**src/rtl/shift_sequencer.sv**
```systemverilog
// shift_sequencer
//   Shares one 8-bit barrel shifter (0..7 per pass, LSL/LSR/ASR) between two
//   requesters. Commands are arbitrated round-robin. Shift amounts above 7 are
//   split into successive passes of at most 7. Each command produces exactly
//   one tagged response on a valid/ready channel.
//
// Ports
//   clk, rst                    clock; synchronous active-high reset
//   reqN_valid/ready            command handshake per requester (ready is combinational)
//   reqN_data/amt/mode          operand, total shift amount, mode
//                               (00 LSL, 01 LSR, 10 ASR, 11 pass-through)
//   rsp_valid/ready             response handshake
//   rsp_data/cout/id            result, last bit shifted out, requester index
//   busy                        high whenever the controller is not idle
module shift_sequencer #(
  parameter int unsigned WIDTH = 8,
  parameter int unsigned AMT_W = 4
) (
  input  logic             clk,
  input  logic             rst,

  input  logic             req0_valid,
  output logic             req0_ready,
  input  logic [WIDTH-1:0] req0_data,
  input  logic [AMT_W-1:0] req0_amt,
  input  logic [1:0]       req0_mode,

  input  logic             req1_valid,
  output logic             req1_ready,
  input  logic [WIDTH-1:0] req1_data,
  input  logic [AMT_W-1:0] req1_amt,
  input  logic [1:0]       req1_mode,

  output logic             rsp_valid,
  input  logic             rsp_ready,
  output logic [WIDTH-1:0] rsp_data,
  output logic             rsp_cout,
  output logic             rsp_id,
  output logic             busy
);

  localparam int unsigned      STEP_W   = 3;
  localparam logic [AMT_W-1:0] MAX_STEP = AMT_W'(7);

  typedef enum logic [1:0] {
    S_IDLE,
    S_SHIFT,
    S_DONE
  } state_t;

  typedef enum logic [1:0] {
    MODE_LSL  = 2'b00,
    MODE_LSR  = 2'b01,
    MODE_ASR  = 2'b10,
    MODE_PASS = 2'b11
  } mode_t;

  state_t            state;
  logic              ptr;      // round-robin pointer: side that wins a tie
  logic [WIDTH-1:0]  acc;
  logic [AMT_W-1:0]  rem;
  mode_t             mode_r;
  logic              id_r;
  logic              cout_r;

  logic              grant0;
  logic              grant1;

  logic [STEP_W-1:0] step;
  logic [WIDTH:0]    lsl_ext;
  logic [WIDTH:0]    lsr_ext;
  logic [WIDTH:0]    asr_ext;
  logic [WIDTH-1:0]  sh_data;
  logic              sh_cout;
  logic [AMT_W-1:0]  rem_next;
  logic              last_pass;

  // Arbitration: only offered while idle and out of reset.
  always_comb begin
    grant0 = 1'b0;
    grant1 = 1'b0;
    if (!rst && state == S_IDLE) begin
      if (req0_valid && (!req1_valid || !ptr)) begin
        grant0 = 1'b1;
      end else if (req1_valid) begin
        grant1 = 1'b1;
      end
    end
  end

  assign req0_ready = grant0;
  assign req1_ready = grant1;

  // One shifter pass. The operand is widened by one bit on the side the data
  // leaves from, so the bit shifted out lands in that extra position; a step
  // of zero then naturally yields a carry of 0.
  always_comb begin
    step = '0;
    if (mode_r != MODE_PASS) begin
      step = (rem > MAX_STEP) ? STEP_W'(7) : rem[STEP_W-1:0];
    end

    lsl_ext = {1'b0, acc} << step;
    lsr_ext = {acc, 1'b0} >> step;
    asr_ext = $unsigned($signed({acc, 1'b0}) >>> step);

    sh_data = acc;
    sh_cout = 1'b0;
    case (mode_r)
      MODE_LSL: begin
        sh_data = lsl_ext[WIDTH-1:0];
        sh_cout = lsl_ext[WIDTH];
      end
      MODE_LSR: begin
        sh_data = lsr_ext[WIDTH:1];
        sh_cout = lsr_ext[0];
      end
      MODE_ASR: begin
        sh_data = asr_ext[WIDTH:1];
        sh_cout = asr_ext[0];
      end
      default: begin
        sh_data = acc;
        sh_cout = 1'b0;
      end
    endcase

    rem_next  = rem - AMT_W'(step);
    // Pass-through always finishes after its single pass, whatever the amount.
    last_pass = (mode_r == MODE_PASS) || (rem_next == '0);
  end

  always_ff @(posedge clk) begin
    if (rst) begin
      state     <= S_IDLE;
      ptr       <= 1'b0;
      acc       <= '0;
      rem       <= '0;
      mode_r    <= MODE_LSL;
      id_r      <= 1'b0;
      cout_r    <= 1'b0;
      rsp_valid <= 1'b0;
      rsp_data  <= '0;
      rsp_cout  <= 1'b0;
      rsp_id    <= 1'b0;
      busy      <= 1'b0;
    end else begin
      case (state)
        S_IDLE: begin
          if (grant0 || grant1) begin
            acc    <= grant1 ? req1_data : req0_data;
            rem    <= grant1 ? req1_amt  : req0_amt;
            mode_r <= mode_t'(grant1 ? req1_mode : req0_mode);
            id_r   <= grant1;
            ptr    <= grant0;   // next tie goes to the side not just served
            cout_r <= 1'b0;
            state  <= S_SHIFT;
            busy   <= 1'b1;
          end
        end

        S_SHIFT: begin
          acc <= sh_data;
          rem <= rem_next;
          if (step != '0) begin
            cout_r <= sh_cout;
          end
          // Response registers load on the final pass so rsp_valid rises
          // together with the transition into DONE.
          if (last_pass) begin
            state     <= S_DONE;
            rsp_valid <= 1'b1;
            rsp_data  <= sh_data;
            rsp_cout  <= (step != '0) ? sh_cout : cout_r;
            rsp_id    <= id_r;
          end
        end

        S_DONE: begin
          if (rsp_ready) begin
            state     <= S_IDLE;
            rsp_valid <= 1'b0;
            busy      <= 1'b0;
          end
        end

        default: begin
          state     <= S_IDLE;
          rsp_valid <= 1'b0;
          busy      <= 1'b0;
        end
      endcase
    end
  end

endmodule

```
**config.mk**
```make
export PLATFORM = sky130hd
export DESIGN_NAME = shift_sequencer
export DESIGN_NICKNAME = d
export VERILOG_FILES = /design/src/rtl/shift_sequencer.sv
export SDC_FILE = /design/constraint.sdc
export NUM_CORES = 1
export LEC_CHECK = 0
export ABC_AREA = 0
export CAP_MARGIN = 20
export CORE_ASPECT_RATIO = 0.6
export CORE_MARGIN = 1
export CORE_UTILIZATION = 25
export CTS_CLUSTER_SIZE = 28
export DETAILED_ROUTE_END_ITERATION = 7
export GPL_ROUTABILITY_DRIVEN = 0
export RECOVER_POWER = 25
export SLEW_MARGIN = 20
export SYNTH_ARGS = -nofsm -noshare
export SYNTH_HDL_FRONTEND = slang
export SYNTH_SLANG_ARGS = --single-unit
```
**constraint.sdc**
```tcl
create_clock -name clk -period 6 [get_ports clk]
set_input_delay 1.2 -clock clk [delete_from_list [all_inputs] [get_ports clk]]
set_output_delay 1.2 -clock clk [all_outputs]
set_load 0.01 [all_outputs]
```
# == Yosys cells after proc, flatten, opt, wreduce, memory -nomap -nowiden ==
# Index checks and enable logic that the tools add are counted.
# word_totals
n_memories,0
latch_bits,0
reg_bits,31
elab_cells,75
mem_bits_ro,0
ramBits,0
# classes
shifts,3
n_addsub,1
mul,0
n_reduce_logical,19
order_cmp,1
div,0
n_bitwise,2
n_eq_ne,9
n_mux,28
# ops
operator,count
8-bit one-hot mux with 3 select lines,1
8-bit two-way mux,2
8-bit one-hot mux with 2 select lines,1
1-bit two-way mux,10
1-bit one-hot mux with 3 select lines,3
3-bit AND reduction,3
8-bit by 3-bit left shift with 9-bit output,1
9-bit by 3-bit >> shifter with 9-bit output,1
9-bit by 3-bit >>> shifter with 9-bit output,1
2-bit two-way mux,4
4-bit two-way mux,2
4-bit one-hot mux with 2 select lines,1
2-bit equality test (second input constant),3
3-bit two-way mux,2
2-bit != test (second input constant),3
2-bit one-hot mux with 3 select lines,1
2-bit AND reduction,3
2-bit by 1-bit equality test with 1-bit output (second input constant),2
4-bit by 3-bit > comparator with 1-bit output (second input constant),1
2-bit zero test,2
4-bit zero test,1
4-bit by 3-bit subtractor with 4-bit output,1
1-bit zero test,3
1-bit logical OR,3
6 further kinds,8

# == Longest topological paths before layout ==
# depth
depth_word,8
mapped_depth,15
depth_no_buf,11

# == Worst setup path after synthesis ==
# OpenSTA, ideal clock, no wires.
# synth_path
path_type,input-to-output
start,in rst
end,out req1_ready
setup_slack_ns,2.887
cell_stages,4
t_required_ns,4.800
arrival_ns,1.913
path_cell_list,nor3_1 -> nand3_1 -> inv_2 -> buf_2
# synth_via
elab_chain_cells,3
# synth_rtl
element,line_no,source
start: declaration,20,"input logic rst,"
1-bit zero test,82,if (!rst && state == S_IDLE) begin
1-bit logical AND,82,
1-bit two-way mux,82,
end: declaration,29,"output logic req1_ready,"
# No other way between the ends.

# == Worst setup path in the final report ==
# Ends and elaborated chain as after synthesis.

==> impl_metrics.ini <==
[synth]
syn_inst = 374
ys_seq_area_share_pct = 23.4
async_flop_share_pct = 0
synth-main-ff-cell = dfxtp_1
synth_edf_count = 0
syn-cell-area_um2 = 2650
ys_ff_latch = 31
ys_warn_count = 0
synth_nets = 411
syn_area_per_cell_um2 = 7.09
yosysUniqueCellTypes = 65

[clock_network]
cts_tree = yes
cts_resized = 0
clk_latency_ns = 0.28
cts-root-buf = clkbuf_16
cts_buffer_depth = 2
post_cts_buffers = 0
h-tree-depth = 2
cts_buffers = 5
hold_buffers = 0
cts.clk_slew.worst_paths_ns = 0.05
clock-sinks = 31

[detailed_routing]
vias = 3023
vias_per_cell = 5.73
drtIter0Drc = 446
antenna_left = 0
wl_per_cell_um = 18.1
drc_errors = 0
drt_wl_total_um = 9580
dr.pass1.iters = 7

[floorplanning]
die_area_um2 = 11000
die_x_um = 135
die_y_um = 81.8
rows = 28
core_area_um2 = 10100
start_util_pct = 26.3
ios = 47

[setup_path]
end_kind = output port
cp.required_ns = 4.80
rr_startpoint = rem[3]$_SDFFE_PP0P_
worst-setup-path-type = in -> out
start_kind = input pin
reg2reg_slack_ns = 2.05
rr_endpoint = rsp_cout$_SDFFE_PP0P_
worstPathMaxFanout = 30
worstPathArrival_ns = 3.48
endpoint = req1_ready
ff2ff_path_depth = 11
cp-startpoint = rst

[final_layout]
drive_above_1_share_pct = 6.87
syn_to_final_growth_pct = 23.3
fin_nets = 429
antenna_cells = 0
seqCellArea_um2 = 621
fillCellCount = 1094
multiInputGateArea_um2 = 1780

[job]
drv_cap = 0

[power_and_ir_drop]
ir_drop_mv = 0.212
p_per_area_nw_per_um2 = 545
leakagePower_nw = 1.16

[global_routing]
first_global_vias = 2707
overflow = 0
grtUsageTotal_pct = 17.9
antenna_found_initial = 0
grt_max_degree = 31
grt_pass1_wl_um = 15100

[timing]
hold_viol = 0
period_needed_ns = 4.68
setup_viol = 0
slew_headroom_pct = 41.2
post-route-period-util_pct = 78.1
setup_ws_ns = 1.32
worst_pin_slew_ns = 0.876
drv_slew = 0
skew_ns = 0.00355
max_freq_ghz = 0.213
rsz0062_at_grt = false
fin_tns_setup_ns = 0

[worst_hold_path]
min-delay-path-class = reg -> reg
min_from = rsp_id$_SDFFE_PP0P_

[run_status]
outcome = finished, final reports clean

[placed_design]
io_buffers = 46
dp_hpwl_um = 7110
post-place-ws_ns = 1.32
[placed cells by master, fill, tap and decap left out, drive strengths merged, types with 6 or more instances in the layout]
master         instances
a211oi                11
mux2i                  8
o21ai                 17
clkbuf                 8
nor2                  35
nand3                 16
nor3                   9
a21oi                 33
dfxtp                 31
clkdlybuf4s50         35
a31oi                  8
mux2                   6
dlygate4sd3           11
inv                   13
nand2                 53
[cells by family after synthesis]
group	share of synthesized area (%)
AO/OA/AOI/OAI	33.4
XOR/XNOR	0.661
adder cells (fa/ha/maj)	2.17
buffers and inverters	9.49
flip-flops	23.4
multiplexers	6.42
AND/OR/NAND/NOR	24.4
[sequential cells by signal (all words and copies together), names as in the netlist]
register   count
rsp_valid      1
acc            8
ptr            1
mode_r         2
id_r           1
state          2
rsp_data       8
rem            4
busy           1
cout_r         1
rsp_cout       1
rsp_id         1
[Yosys cell counts (all sizes together), types with 2 or more instances]
cell type,number,area share [%]
a2111oi,5,1.7
a211o,2,0.66
a211oi,11,3.3
a21o,2,0.57
a21oi,33,6.4
a221oi,2,0.66
a222oi,2,0.76
a22oi,4,1.1
a311o,2,0.76
a31o,3,0.99
a31oi,8,1.9
and2,4,0.94
and3,2,0.47
buf,19,4.7
clkbuf,20,2.8
dfxtp,31,23
ha,3,1.4
inv,13,1.8
mux2,6,2.5
mux2i,8,3.0
nand2,53,7.5
nand2b,5,1.2
nand3,16,3.0
nand3b,2,0.57
nor2,35,5.0
nor2b,4,0.94
nor3,9,1.7
nor4,2,0.47
o2111ai,2,0.66
o211ai,4,1.1
o21a,3,0.85
o21ai,17,3.2
o221ai,5,1.7
o22ai,5,1.2
o2bb2ai,2,1.1
o31ai,5,1.4
o32ai,3,0.99
or2,4,0.94
or3,2,0.47
xnor2,2,0.66
[stage by stage]
step	hold slack, ns	power [mW]	instance area [um^2]	utilization [%]	std cells
2_1_floorplan	0.432	1.23	2650	-	374
3_3_place_gp	0.449	1.49	3110	30.8	520
3_5_place_dp	0.453	1.49	3110	30.8	520
4_1_cts	0.462	1.77	3270	32.4	528
5_1_grt	0.483	1.92	3270	32.4	528
6_report	0.456	1.78	3270	32.4	528
[power by group]
group	switching, mW	total [mW]	internal, mW	leakage (nW)
Sequential	0.156	0.430	0.273	0.253
Combinational	0.661	1.09	0.426	0.833
Clock	0.0892	0.266	0.176	0.0772
Total	0.907	1.78	0.876	1.16
[critical path: stages]
cell and delay (ns):
clkdlybuf4s50_1 0.39, buf_4 0.23, nor3_1 0.28, nand3_1 0.43, inv_2 0.36, clkdlybuf4s50_1 0.59
[worst min-delay path by stage]
stage	endpoint	slack (ns)	depth (start not counted)
finish	rsp_id$_SDFFE_PP0P_	0.46	2
global route	rsp_data[5]$_SDFFE_PP0P_	0.48	2
CTS	rsp_id$_SDFFE_PP0P_	0.46	2
detailed placement	rsp_id$_SDFFE_PP0P_	0.45	2
global placement	rsp_data[5]$_SDFFE_PP0P_	0.45	2
floorplan	rsp_id$_SDFFE_PP0P_	0.43	2
[routing by layer]
| metal | GRT usage (%) | share of wire, % |
|---|---|---|
| met2 | 24.1 | 37 |
| met5 | 0 | 0 |
| met1 | 27.0 | 50 |
| met3 | 5.31 | 12 |
| met4 | 3.37 | 0.79 |
[area by class of cell]
cell class / count / area share, %
Multi-Input combinational cell: 290 / 54.4
Sequential cell: 31 / 19.0
Timing Repair Buffer: 50 / 15.0
Tap cell: 135 / 5.17
Clock buffer: 8 / 4.79
Inverter: 14 / 1.61
No activity file was read; power rests on OpenSTA's default activity.
